### config.mk
export PLATFORM = sky130hd
export DESIGN_NAME = cache_refill_controller
export DESIGN_NICKNAME = d
export VERILOG_FILES = /design/src/rtl/cache_refill_controller.sv
export SDC_FILE = /design/constraint.sdc
export NUM_CORES = 1
export LEC_CHECK = 0
export CAP_MARGIN = 20
export CORE_UTILIZATION = 45
export CTS_BUF_LIST = sky130_fd_sc_hd__clkbuf_2
export DETAILED_ROUTE_END_ITERATION = 8
export DONT_BUFFER_PORTS = 1
export PLACE_DENSITY = 0.62
export SYNTH_ARGS = -nofsm -noshare
export SYNTH_HDL_FRONTEND = slang
export SYNTH_SLANG_ARGS = --single-unit
### constraint.sdc
create_clock -name clk -period 2.2 [get_ports clk]
set_input_delay 0.44 -clock clk [delete_from_list [all_inputs] [get_ports clk]]
set_output_delay 0.44 -clock clk [all_outputs]
set_load 0.005 [all_outputs]
### src/rtl/cache_refill_controller.sv
// Purpose: refill engine behind a direct-mapped cache. Writes back a dirty victim line, fetches the missing line, then installs it.
// Latency: a clean miss with zero-wait memory pulses write_line N cycles after accept and done one cycle later. A dirty victim adds N cycles.
// Backpressure: every memory beat holds mem_req/mem_we/mem_addr/mem_wdata steady until mem_ack. miss_req is accepted only when idle.
// Ports:
//   clk, rst (sync, active-high)
//   miss_req/miss_address, victim_dirty/victim_tag/victim_line : miss request from the cache
//   busy, write_line, line_o, fill_address, done              : status and install port to the cache
//   mem_req, mem_we, mem_addr, mem_wdata, mem_ack, mem_rdata  : block-wide beat interface to backing memory
module cache_refill_controller #(
  parameter int BLOCK_SIZE             = 4,
  parameter int NUM_OF_BLOCKS_PER_LINE = 2,
  parameter int NUM_OF_CACHE_LINES     = 4,
  parameter int ADDRESS_SIZE           = 16,
  localparam int BLOCK_OFFSET_LENGTH   = $clog2(NUM_OF_BLOCKS_PER_LINE),
  localparam int INDEX_LENGTH          = $clog2(NUM_OF_CACHE_LINES),
  localparam int TAG_LENGTH            = ADDRESS_SIZE - BLOCK_OFFSET_LENGTH - INDEX_LENGTH,
  localparam int LINE_W                = NUM_OF_BLOCKS_PER_LINE * BLOCK_SIZE
) (
  input  logic                    clk,
  input  logic                    rst,
  input  logic                    miss_req,
  input  logic [ADDRESS_SIZE-1:0] miss_address,
  input  logic                    victim_dirty,
  input  logic [TAG_LENGTH-1:0]   victim_tag,
  input  logic [LINE_W-1:0]       victim_line,
  output logic                    busy,
  output logic                    write_line,
  output logic [LINE_W-1:0]       line_o,
  output logic [ADDRESS_SIZE-1:0] fill_address,
  output logic                    done,
  output logic                    mem_req,
  output logic                    mem_we,
  output logic [ADDRESS_SIZE-1:0] mem_addr,
  output logic [BLOCK_SIZE-1:0]   mem_wdata,
  input  logic                    mem_ack,
  input  logic [BLOCK_SIZE-1:0]   mem_rdata
);

  typedef enum logic [2:0] {
    IDLE,
    WRITEBACK,
    FILL,
    INSTALL,
    DONE
  } state_t;

  state_t                         state;
  logic [BLOCK_OFFSET_LENGTH-1:0] beat;
  logic [TAG_LENGTH-1:0]          tag_q;
  logic [INDEX_LENGTH-1:0]        index_q;
  logic [TAG_LENGTH-1:0]          victim_tag_q;
  logic [LINE_W-1:0]              victim_q;
  logic [LINE_W-1:0]              line_buf;

  logic                           last_beat;
  logic [LINE_W-1:0]              line_buf_next;
  logic [BLOCK_SIZE-1:0]          victim_block;

  // The block offset of the missing address is irrelevant: whole lines are refilled from offset 0.
  logic unused_offset;
  assign unused_offset = &{1'b0, miss_address[BLOCK_OFFSET_LENGTH-1:0]};

  assign last_beat = (beat == BLOCK_OFFSET_LENGTH'(NUM_OF_BLOCKS_PER_LINE - 1));

  // Line buffer with the current beat's read data merged in. This lets the last beat go straight into line_o on the same edge.
  always_comb begin
    line_buf_next = line_buf;
    victim_block  = '0;
    for (int k = 0; k < NUM_OF_BLOCKS_PER_LINE; k++) begin
      if (beat == BLOCK_OFFSET_LENGTH'(k)) begin
        line_buf_next[k*BLOCK_SIZE +: BLOCK_SIZE] = mem_rdata;
        victim_block = victim_q[k*BLOCK_SIZE +: BLOCK_SIZE];
      end
    end
  end

  // Every output below is decoded from registers only, so beats stay stable across wait states.
  assign busy       = (state != IDLE);
  assign write_line = (state == INSTALL);
  assign done       = (state == DONE);
  assign mem_req    = (state == WRITEBACK) || (state == FILL);
  assign mem_we     = (state == WRITEBACK);
  assign mem_wdata  = (state == WRITEBACK) ? victim_block : '0;

  always_comb begin
    mem_addr = '0;
    if (state == WRITEBACK) mem_addr = {victim_tag_q, index_q, beat};
    else if (state == FILL) mem_addr = {tag_q, index_q, beat};
  end

  always_ff @(posedge clk) begin
    if (rst) begin
      state        <= IDLE;
      beat         <= '0;
      tag_q        <= '0;
      index_q      <= '0;
      victim_tag_q <= '0;
      victim_q     <= '0;
      line_buf     <= '0;
      line_o       <= '0;
      fill_address <= '0;
    end else begin
      case (state)
        IDLE: begin
          if (miss_req) begin
            tag_q        <= miss_address[ADDRESS_SIZE-1 -: TAG_LENGTH];
            index_q      <= miss_address[BLOCK_OFFSET_LENGTH +: INDEX_LENGTH];
            victim_tag_q <= victim_tag;
            victim_q     <= victim_line;
            beat         <= '0;
            state        <= victim_dirty ? WRITEBACK : FILL;
          end
        end
        WRITEBACK: begin
          if (mem_ack) begin
            if (last_beat) begin
              beat  <= '0;
              state <= FILL;
            end else begin
              beat <= beat + 1'b1;
            end
          end
        end
        FILL: begin
          if (mem_ack) begin
            line_buf <= line_buf_next;
            // The counter wraps to 0 after the last beat.
            beat     <= beat + 1'b1;
            if (last_beat) begin
              line_o       <= line_buf_next;
              fill_address <= {tag_q, index_q, {BLOCK_OFFSET_LENGTH{1'b0}}};
              state        <= INSTALL;
            end
          end
        end
        INSTALL: state <= DONE;
        DONE:    state <= IDLE;
        default: state <= IDLE;
      endcase
    end
  end

endmodule

==> results_dict.tcl <==
set metrics [dict create \
    p_leak_nw 1.07 \
    nNetsFinal 399 \
    maxSlewHeadroom 0.549 \
    post-route-drc-count 0 \
    post-route-util 0.499 \
    yosys_most_used_dff "sky130_fd_sc_hd__dfxtp_1" \
    stdcell_area_mm2 0.00299 \
    cts.sinks 67 \
    portBuffers 0 \
    setup_tns_final_ns 0 \
    synthDistinctLibCells 32 \
    yosysSeqAreaShare 0.474 \
    reg2reg_from "beat$_SDFFE_PP0P_" \
    power_frac_seq 0.582 \
    fillers 627 \
    via_count 2425 \
    yosys.area.top_type_share 0.474 \
    clk_pin_slew_worst_paths_ns 0.18 \
    numPlacedInstances 414 \
    timing.max_cap.violations 0 \
    synth_enable_flop_cells 0 \
    detailed_place.area_mm2 0.00283 \
    timing.critical_path.to_type "primary output" \
    syn-num-nets 405 \
    detail_route.wl_per_cell_um 16.1 \
    number_of_register_bits_inferred_by_synthesis 67 \
    num_antenna_cells 0 \
    hold_path.class "in -> reg" \
    detailed_place_hpwl_um 4520 \
    cts_max_path_buffers 2 \
    setup_viol 0 \
    finalHoldWorstSlack_ns 0.0768 \
    crit-reg2reg-capture "line_o[6]$_SDFFE_PP0P_" \
    grt.total_usage 0.226 \
    initial_cell_density_of_the_core 0.472 \
    worst_tran_pin_value_ns 0.676 \
    worst_setup_path_start_kind "flip-flop" \
    total_switching_power_mw 0.641 \
    p_total_mw 2.26 \
    postRouteAntennaNets 0 \
    netSwitchingFraction 0.283 \
    timing_hold_violations_final 0 \
    grt_start_max_net_pins 62 \
    first_global_vias 2186 \
    tritoncts.num_buffers 9 \
    comb_power_share 0.135 \
    design.die.area_mm2 0.00661 \
    outcome "completed" \
    beginning_of_the_critical_path "state[1]$_SDFFE_PP0P_" \
    clock_tree.root_cell "sky130_fd_sc_hd__clkbuf_2" \
    crit_fanout 12 \
    die_height_um 81.3 \
    wire_length_of_the_first_global_routing_pass_um 11000 \
    finish.cell_count_without_fillers 431 \
    rsz0062_at_grt "no" \
    antenna_found_initial 0 \
    worstPathArrival_ns 1.59 \
    placement.setup.worst_slack_ns 0.434 \
    power-per-cell-area_mw_per_mm2 758 \
    clk_latency_ns 0.46 \
    final_max_slew_viol_count 0 \
    globalplace.congestion 0.754 \
    post-route-period-util 0.924 \
    power_frac_clock 0.283 \
    num_rows 28 \
    max-vdd-ir-drop_mv 0.445 \
    critical_path.endpoint "mem_addr[14]" \
    hp-start "miss_address[12]" \
    chipWidth_um 81.3 \
    worst_slack_ns 0.168 \
    share_of_flip_flops_with_an_asynchronous_set_or_reset 0 \
    r2r_setup_slack_ns 0.41 \
    detailedRoute.firstPassIterationCount 5 \
    cts_tree "built" \
    area_growth_syn_to_layout_pct 5.57 \
    yosysTopAreaCell "sky130_fd_sc_hd__dfxtp_1" \
    via_per_inst 5.63 \
    avgSynthCellArea_um2 7.88 \
    ctsHtreeMaxLevel 3 \
    clock-skew-final_ns 0.0194 \
    power.internal_mw 1.62 \
    design.core.area_mm2 0.00599 \
    synthesis.instances 359 \
    drive_gt1_frac 0.0843 \
    routed_wirelength_um 6960 \
    required_ns 1.76 \
    io_pins 95 \
    synth.area.top_cells "sky130_fd_sc_hd__dfxtp_1 47%, sky130_fd_sc_hd__nand2_1 10%, sky130_fd_sc_hd__a21oi_1 10%, sky130_fd_sc_hd__nand3_1 4.6%, sky130_fd_sc_hd__o21ai_0 4.6%" \
    globalRoute.totalOverflow 0 \
    length_in_cells_of_the_worst_reg_to_reg_path 3 \
    synthesis.yosys.warnings 0 \
    max_freq_mhz 492 \
    min_period_ns 2.03 \
    drtIter0Drc 113 \
    timing.setup.critical_path_class "reg -> out" \
    synthesized_cell_area_mm2 0.00283 \
]
how the worst min path moves through the flow:
stage | to | slack [ns] | depth (start not counted)
after global placement | victim_q[2]$_SDFFE_PP0P_ | 0.44 | 2
after CTS | tag_q[9]$_SDFFE_PP0P_ | 0.04 | 2
final | tag_q[9]$_SDFFE_PP0P_ | 0.08 | 2
after global routing | victim_q[3]$_SDFFE_PP0P_ | 0.002 | 2
after detailed placement | victim_q[2]$_SDFFE_PP0P_ | 0.44 | 2
after floorplan | victim_q[0]$_SDFFE_PP0P_ | 0.44 | 2
cells by family (layout without fill, tap and decap cells):
family,Yosys count,in the layout,share of synthesized area
buffers and inverters,38,35,0.0739
and+or+nand+nor,143,143,0.228
other,1,1,0.00133
AOI/OAI and AO/OA,104,104,0.201
muxes,6,6,0.0217
DFF,67,67,0.474
state kept, by name, indices dropped and copies added, names as in the netlist:
name / count
line_buf: 4
victim_q: 8
index_q: 2
line_o: 8
state: 3
beat: 1
victim_tag_q: 13
tag_q: 13
fill_address: 15
Yosys cell counts (all sizes together) (2+ instances only):
cell	number
nor2b	2
a21oi	59
dfxtp	67
mux2i	5
nand2	79
nand4	4
clkbuf	19
and2	3
o21ai	27
a211oi	2
a22oi	13
nand3	26
buf	15
nor2	20
inv	4
nor3	2
cell usage in the layout, fill, tap and decap left out, drive strengths merged, types with 5 or more instances in the layout:
cell / Yosys / final
a21oi: 59 / 59
buf: 15 / 15
o21ai: 27 / 27
nand2: 79 / 79
nor2: 20 / 20
mux2i: 5 / 5
clkbuf: 19 / 9
a22oi: 13 / 13
nand3: 26 / 26
dfxtp: 67 / 67
critical path: stages, from the launching register on:
cell                      delay, ns
sky130_fd_sc_hd__dfxtp_1       0.35
sky130_fd_sc_hd__buf_4         0.18
sky130_fd_sc_hd__nor2b_4       0.18
sky130_fd_sc_hd__buf_6         0.18
sky130_fd_sc_hd__a22oi_1       0.08
sky130_fd_sc_hd__nor2_1        0.17
power by group through the flow:
stage	Sequential, mW	Combinational, mW	Clock, mW
final	1.32	0.306	0.641
after detailed placement	1.34	0.275	0
after global placement	1.34	0.269	0
after global routing	1.33	0.348	0.721
after CTS	1.32	0.302	0.668
after floorplan	1.32	0.252	0
timing repair:
| item | in CTS | in global routing |
|---|---|---|
| setup buffers | 0 | 0 |
| gates resized for setup | 2 | 3 |
| hold buffers | 2 | 1 |
| endpoints found under the hold margin | 61 | 1 |
| endpoints found under the setup margin | 16 | 15 |
layer usage:
layer  wire length [um]  vias up  part of all wire  track usage
met2               3150       86              0.45        0.328
met1               3070     1116              0.44        0.296
met5                  0        -                 0            0
met4                124        0             0.018       0.0946
li1                   -     1209                 -            -
met3                617       14             0.089       0.0865
layout make-up:
type	instances	area, um^2	share of cell area
Inverter	4	15.0	0.00503
Clock buffer	9	45.0	0.0151
Tap cell	75	93.8	0.0314
Clock inverter	5	46.3	0.0155
Timing Repair Buffer	17	156	0.0524
Multi-Input combinational cell	254	1290	0.432
Sequential cell	67	1340	0.449
(Power assumes the default switching activity.)
